### src/rtl/pc_pkg.sv
// pc_pkg
// Shared definitions for the PC sequencer slice.
//   next_sel_e           : next-PC source, listed from highest to lowest priority
//                          (SEL_RAS is the return-stack flavour of SEL_JR)
//   DEFAULT_RESET_VECTOR : fetch PC after reset
//   DEFAULT_EXC_VECTOR   : trap entry PC
//   DEFAULT_RAS_DEPTH    : return-address-stack entries
package pc_pkg;

  typedef enum logic [2:0] {
    SEL_EXC,
    SEL_ERET,
    SEL_JUMP,
    SEL_BRANCH,
    SEL_JR,
    SEL_RAS,
    SEL_SEQ
  } next_sel_e;

  localparam logic [31:0] DEFAULT_RESET_VECTOR = 32'h0000_0000;
  localparam logic [31:0] DEFAULT_EXC_VECTOR   = 32'h0000_0080;
  localparam int          DEFAULT_RAS_DEPTH    = 4;

endpackage

### src/rtl/return_addr_stack.sv
// return_addr_stack
// Circular return-address stack. A push onto a full stack overwrites the
// oldest entry, so the most recent DEPTH return addresses are always kept.
// Ports:
//   clk, rst_n  : clock, asynchronous active-low reset
//   push        : write push_data as the new top
//   pop         : discard the top entry (ignored when empty)
//   push_data   : address to push
//   top         : current top entry
//   count       : number of valid entries, 0..DEPTH
module return_addr_stack #(
  parameter int XLEN  = 32,
  parameter int DEPTH = 4
) (
  input  logic                     clk,
  input  logic                     rst_n,
  input  logic                     push,
  input  logic                     pop,
  input  logic [XLEN-1:0]          push_data,
  output logic [XLEN-1:0]          top,
  output logic [$clog2(DEPTH):0]   count
);

  localparam int              PTR_W = $clog2(DEPTH);
  localparam logic [PTR_W:0]  FULL  = (PTR_W+1)'(DEPTH);

  logic [XLEN-1:0]  mem_q [DEPTH];
  logic [XLEN-1:0]  mem_d [DEPTH];
  logic [PTR_W-1:0] sp_q, sp_d;
  logic [PTR_W:0]   count_q, count_d;

  // sp points at the top entry. Because DEPTH is a power of two the pointer
  // wraps naturally, which gives the overwrite-oldest behaviour for free.
  // A simultaneous push and pop simply rewrites the top in place.
  always_comb begin
    mem_d   = mem_q;
    sp_d    = sp_q;
    count_d = count_q;
    if (push && pop) begin
      mem_d[sp_q] = push_data;
    end else if (push) begin
      sp_d        = sp_q + 1'b1;
      mem_d[sp_d] = push_data;
      if (count_q != FULL) begin
        count_d = count_q + 1'b1;
      end
    end else if (pop && (count_q != '0)) begin
      sp_d    = sp_q - 1'b1;
      count_d = count_q - 1'b1;
    end
  end

  // Reset clears the contents too, so nothing from before a reset leaks out.
  always_ff @(posedge clk or negedge rst_n) begin
    if (!rst_n) begin
      for (int i = 0; i < DEPTH; i++) begin
        mem_q[i] <= '0;
      end
      sp_q    <= '0;
      count_q <= '0;
    end else begin
      mem_q   <= mem_d;
      sp_q    <= sp_d;
      count_q <= count_d;
    end
  end

  assign top   = mem_q[sp_q];
  assign count = count_q;

endmodule

### src/rtl/pc_sequencer.sv
// pc_sequencer
// Fetch-PC sequencer: picks the next PC from exception / eret / jump /
// branch / register-jump / sequential sources, keeps the exception PC and,
// optionally, a return-address stack that predicts register returns.
// Optional feature macro: PC_SEQUENCER_RAS_EN (compiles in the RAS).
// Ports:
//   clk, rst_n            : clock, asynchronous active-low reset
//   pc_enable             : advance enable, 0 stalls every piece of state
//   jump, jea             : J-type redirect and its 26-bit target field
//   pc_src, baddr         : taken branch and its target
//   jump_register, rs_data: register-indirect redirect and its target
//   call                  : push pc+4 onto the RAS
//   ret                   : return hint, meaningful only with jump_register
//   exception, eret       : trap entry / trap return
//   pc, pc4, epc          : current PC, PC+4, saved exception PC
//   ras_count             : valid RAS entries
//   ras_mispredict        : one-cycle pulse after a wrong RAS prediction
module pc_sequencer
  import pc_pkg::*;
#(
  parameter int              XLEN         = 32,
  parameter logic [XLEN-1:0] RESET_VECTOR = XLEN'(DEFAULT_RESET_VECTOR),
  parameter logic [XLEN-1:0] EXC_VECTOR   = XLEN'(DEFAULT_EXC_VECTOR),
  parameter int              RAS_DEPTH    = DEFAULT_RAS_DEPTH
) (
  input  logic                         clk,
  input  logic                         rst_n,
  input  logic                         pc_enable,
  input  logic                         jump,
  input  logic [25:0]                  jea,
  input  logic                         pc_src,
  input  logic [XLEN-1:0]              baddr,
  input  logic                         jump_register,
  input  logic [XLEN-1:0]              rs_data,
  input  logic                         call,
  input  logic                         ret,
  input  logic                         exception,
  input  logic                         eret,
  output logic [XLEN-1:0]              pc,
  output logic [XLEN-1:0]              pc4,
  output logic [XLEN-1:0]              epc,
  output logic [$clog2(RAS_DEPTH):0]   ras_count,
  output logic                         ras_mispredict
);

  logic [XLEN-1:0] pc_q, pc_d;
  logic [XLEN-1:0] epc_q, epc_d;
  logic [XLEN-1:0] jump_target;
  logic [XLEN-1:0] ras_top;
  logic            ras_hit;
  next_sel_e       sel;

  assign pc4         = pc_q + XLEN'(4);
  assign jump_target = {pc4[XLEN-1:28], jea, 2'b00};

`ifdef PC_SEQUENCER_RAS_EN
  logic                       ras_push, ras_pop;
  logic [$clog2(RAS_DEPTH):0] ras_count_int;
  logic                       mispredict_q, mispredict_d;

  // A trap swallows any call/ret in the same cycle. A return is predicted
  // only when it actually wins the priority race (sel == SEL_RAS).
  assign ras_hit  = ret && (ras_count_int != '0);
  assign ras_push = pc_enable && call && !exception;
  assign ras_pop  = pc_enable && (sel == SEL_RAS);

  return_addr_stack #(
    .XLEN  (XLEN),
    .DEPTH (RAS_DEPTH)
  ) u_ras (
    .clk       (clk),
    .rst_n     (rst_n),
    .push      (ras_push),
    .pop       (ras_pop),
    .push_data (pc4),
    .top       (ras_top),
    .count     (ras_count_int)
  );

  // The PC always follows the prediction; a mismatch with the real register
  // value is only reported, one cycle later, for the pipeline to recover.
  always_comb begin
    mispredict_d = ras_pop && (ras_top != rs_data);
  end

  // The pulse register updates every cycle so a stall cannot stretch or
  // replay it; the output is additionally masked while stalled.
  always_ff @(posedge clk or negedge rst_n) begin
    if (!rst_n) begin
      mispredict_q <= 1'b0;
    end else begin
      mispredict_q <= mispredict_d;
    end
  end

  assign ras_count      = ras_count_int;
  assign ras_mispredict = mispredict_q && pc_enable;
`else
  logic unused_ras_inputs;

  assign ras_hit           = 1'b0;
  assign ras_top           = rs_data;
  assign ras_count         = '0;
  assign ras_mispredict    = 1'b0;
  assign unused_ras_inputs = ^{call, ret};
`endif

  // Fixed-priority source select.
  always_comb begin
    sel = SEL_SEQ;
    if (exception) begin
      sel = SEL_EXC;
    end else if (eret) begin
      sel = SEL_ERET;
    end else if (jump) begin
      sel = SEL_JUMP;
    end else if (pc_src) begin
      sel = SEL_BRANCH;
    end else if (jump_register) begin
      sel = ras_hit ? SEL_RAS : SEL_JR;
    end
  end

  // Next-state for PC and EPC; both hold while stalled.
  always_comb begin
    pc_d  = pc_q;
    epc_d = epc_q;
    if (pc_enable) begin
      unique case (sel)
        SEL_EXC: begin
          pc_d  = EXC_VECTOR;
          epc_d = pc_q;
        end
        SEL_ERET:   pc_d = epc_q;
        SEL_JUMP:   pc_d = jump_target;
        SEL_BRANCH: pc_d = baddr;
        SEL_JR:     pc_d = rs_data;
        SEL_RAS:    pc_d = ras_top;
        default:    pc_d = pc4;
      endcase
    end
  end

  always_ff @(posedge clk or negedge rst_n) begin
    if (!rst_n) begin
      pc_q  <= RESET_VECTOR;
      epc_q <= '0;
    end else begin
      pc_q  <= pc_d;
      epc_q <= epc_d;
    end
  end

  assign pc  = pc_q;
  assign epc = epc_q;

endmodule

### config.mk
export PLATFORM = sky130hd
export DESIGN_NAME = pc_sequencer
export DESIGN_NICKNAME = d
export VERILOG_FILES = /design/src/rtl/pc_pkg.sv /design/src/rtl/return_addr_stack.sv /design/src/rtl/pc_sequencer.sv
export SDC_FILE = /design/constraint.sdc
export NUM_CORES = 1
export LEC_CHECK = 0
export ABC_AREA = 0
export ABC_CLOCK_PERIOD_IN_PS = 2300
export CAP_MARGIN = 20
export CORE_ASPECT_RATIO = 0.9
export CORE_MARGIN = 1.5
export CORE_UTILIZATION = 44
export CTS_BUF_LIST = sky130_fd_sc_hd__clkbuf_8
export DETAILED_ROUTE_END_ITERATION = 6
export GPL_TIMING_DRIVEN = 0
export MAX_ROUTING_LAYER = met4
export PLACE_DENSITY = 0.84
export SKIP_CTS_REPAIR_TIMING = 1
export SLEW_MARGIN = 20
export SYNTH_ARGS = -nofsm -noshare
export SYNTH_HDL_FRONTEND = slang
export SYNTH_SLANG_ARGS = --single-unit
### constraint.sdc
create_clock -name clk -period 2.3 [get_ports clk]
set_clock_uncertainty 0.1 [all_clocks]
set_input_delay 0.46 -clock clk [delete_from_list [all_inputs] [get_ports clk]]
set_output_delay 0.46 -clock clk [all_outputs]
set_load 0.01 [all_outputs]
==> results of run 1 <==
[logic make-up after synthesis]
| group | Yosys count | synth area share (%) |
|---|---|---|
| simple gates | 158 | 19.70 |
| compound gates | 157 | 24.82 |
| flops | 64 | 36.03 |
| buf+inv | 57 | 6.501 |
| xor+xnor | 28 | 5.517 |
| mux | 28 | 7.064 |
| fa+ha+maj | 1 | 0.2814 |
| other cells | 1 | 0.08435 |
[worst max-delay path by stage]
stage / from / end / slack (ps) / depth (start not counted)
after floorplan: pc[2] / pc4[18] / -20 / 5
after detailed placement: pc[2] / pc4[26] / -810 / 7
after CTS: pc[2] / pc4[26] / -1190 / 7
after global placement: rst_n / epc[16] / -1510 / 1
final: pc[12] / pc4[23] / -520 / 8
after global routing: pc[12] / pc4[18] / -560 / 7
[synthesized netlist by cell type (all sizes together) (5+ instances only)]
cell type	count
a211oi	7
a21oi	36
a221o	8
a221oi	13
a22oi	19
a311oi	5
and3	9
buf	32
clkbuf	15
dfrtp	64
inv	10
mux2	27
nand2	45
nand3	12
nand3b	6
nand4	15
nor2	31
nor2b	8
nor3	10
nor4	7
o21ai	30
o22ai	8
xnor2	21
xor2	7
[power by group]
| group | switching [mW] | internal [mW] |
|---|---|---|
| Sequential | 0.210 | 1.29 |
| Combinational | 0.708 | 0.877 |
| Clock | 0.525 | 0.501 |
| Total | 1.44 | 2.67 |
[area by class of cell]
type | instances | area, um2 | area share, %
clock inverters | 7 | 72.57 | 0.9524
clock buffers | 9 | 123.9 | 1.626
flip-flops and latches | 64 | 1619 | 21.25
well taps | 126 | 157.7 | 2.069
plain buffers | 47 | 325.3 | 4.269
inverters | 10 | 37.54 | 0.4926
repair buffers | 258 | 2381 | 31.25
multi-input cells | 376 | 2903 | 38.10
[metrics by stage]
stage / instances / TNS, ps
2_1_floorplan: 497 / -31.86
3_3_place_gp: 812 / -127960
3_5_place_dp: 813 / -32370
6_report: 897 / -6058
5_1_grt: 897 / -7001
4_1_cts: 829 / -24550
[registers in the layout, indices dropped and copies added (netlist names)]
signal,cells
pc,32
epc,32
[layer usage]
metal  wire (um)  GRT usage [%]
met2        9706          55.29
met3        2668          7.343
met1        8025          46.77
met4        1141          16.90
met5           0              -
==> impl_metrics.tcl, run 1 <==
set metrics [dict create \
    gp_congestion 0.9732 \
    synth_edf_count 0 \
    wl_per_cell_um 24.02 \
    mostFrequentLayoutCell "clkdlybuf4s50_1" \
    power.density_mw_per_mm2 540.1 \
    num_rows 34 \
    synth_top_area_cell "dfrtp_1" \
    ys_top_cells_by_area "dfrtp_1 36%, mux2_2 6.8%, xnor2_1 4.1%, a21oi_1 4.1%, nand2_1 3.8%" \
    diodes 0 \
    grt_pass1_wl_mm 28.50 \
    finalHoldViolations 0 \
    syn-cell-area_mm2 0.004446 \
    worstHoldPathType "input pin to asynchronous set/reset pin" \
    min_period_ps 2815 \
    start_kind "flop" \
    post-route-worst-setup-slack_ps -515.1 \
    grt_usage_pct 36.55 \
    wl_mm 21.54 \
    ios 200 \
    dp_hpwl_mm 13.79 \
    async_flop_share_pct 100.0 \
    cts_tree "done" \
    slew_headroom_pct 44.11 \
    h-tree-depth 3 \
    final_util_pct 78.22 \
    firstDrtPassIters 6 \
    via_per_inst 6.408 \
    period_share_pct 122.4 \
    critPathMaxFanout 6 \
    reg2regPathDepth 9 \
    cp_cell_sequence "buf_6 -> nand4_1 -> nor2_4 -> and3_4 -> buf_6 -> and3_4 -> xor2_2 -> buf_2" \
    setup_viol 20 \
    r2r_end "pc[28]" \
    timing.fmax_mhz 355.2 \
    r2r-start "pc[12]" \
    rsz0062_at_grt "true" \
    placed_area_mm2 0.006539 \
    dieHeight_um 98.36 \
    max_cap_violations 0 \
    whs_ps 380.9 \
    num_vias 5748 \
    initial_utilization_pct 45.63 \
    slowest_stage "dfrtp_1" \
    yosysUniqueCellTypes 68 \
    fillCellCount 630 \
    grt.overflow.total 0 \
    die_w_um 109.0 \
    regToRegSetupSlack_ps 150 \
    fin_area_mm2 0.007620 \
    cp_top_family "simple AND/OR/NAND/NOR gates" \
    core-area_mm2 0.009742 \
    cp.required_ps 1740 \
    synth_top_area_share_pct 36.03 \
    worstSetupPathType "flop to output pin" \
    crit_arrival_ps 2260 \
    antenna_found_initial 0 \
    tightestPinTransition_ps 834.7 \
    synth_seq_cells 64 \
    portBuffers 189 \
    slowest_delay_ps 390 \
    status "complete, but fails checks" \
    ys.warnings.count 0 \
    drive_gt1_share_pct 31.52 \
    clock_sinks 64 \
    cts-root-buf "clkbuf_8" \
    synth_area_per_cell_um2 8.999 \
    area_growth_pct 71.40 \
    postSynthCellCount 494 \
    clk_latency_ps 360 \
    drc 0 \
    slew_viol_final 0 \
    peakVddDrop_mv 0.4063 \
    nets 867 \
    clockBufferDepth 2 \
    layout_common_cells "158 x clkdlybuf4s50_1, 66 x buf_4, 50 x dfrtp_1, 42 x nand2_1, 36 x a21oi_1" \
    p_leak_nw 3.204 \
    power_mw 4.115 \
    clk_pin_slew_ps 90 \
    grt_pass1_vias 5170 \
    final_antenna_net_count 0 \
    initialDrtViolationCount 857 \
    ys_seq_area_share_pct 36.03 \
    ys.flop_type "dfrtp_1" \
    endpoint_kind "output pin" \
    violations "negative setup slack" \
    dieArea_mm2 0.01072 \
    crit_buf_inv 3 \
    post-place-ws_ps -808.3 \
    grt_max_degree 55 \
    cts_buffers 9 \
]
(Power assumes the default switching activity.)
==> inputs of run 2 (changes only) <==
--- a/config.mk
+++ b/config.mk
@@ -21,3 +21,4 @@
 export SYNTH_ARGS = -nofsm -noshare
 export SYNTH_HDL_FRONTEND = slang
 export SYNTH_SLANG_ARGS = --single-unit
+export TNS_END_PERCENT = 100
==> results of run 2 <==
Final layout, timing and power as in run 1 (identical DEF).
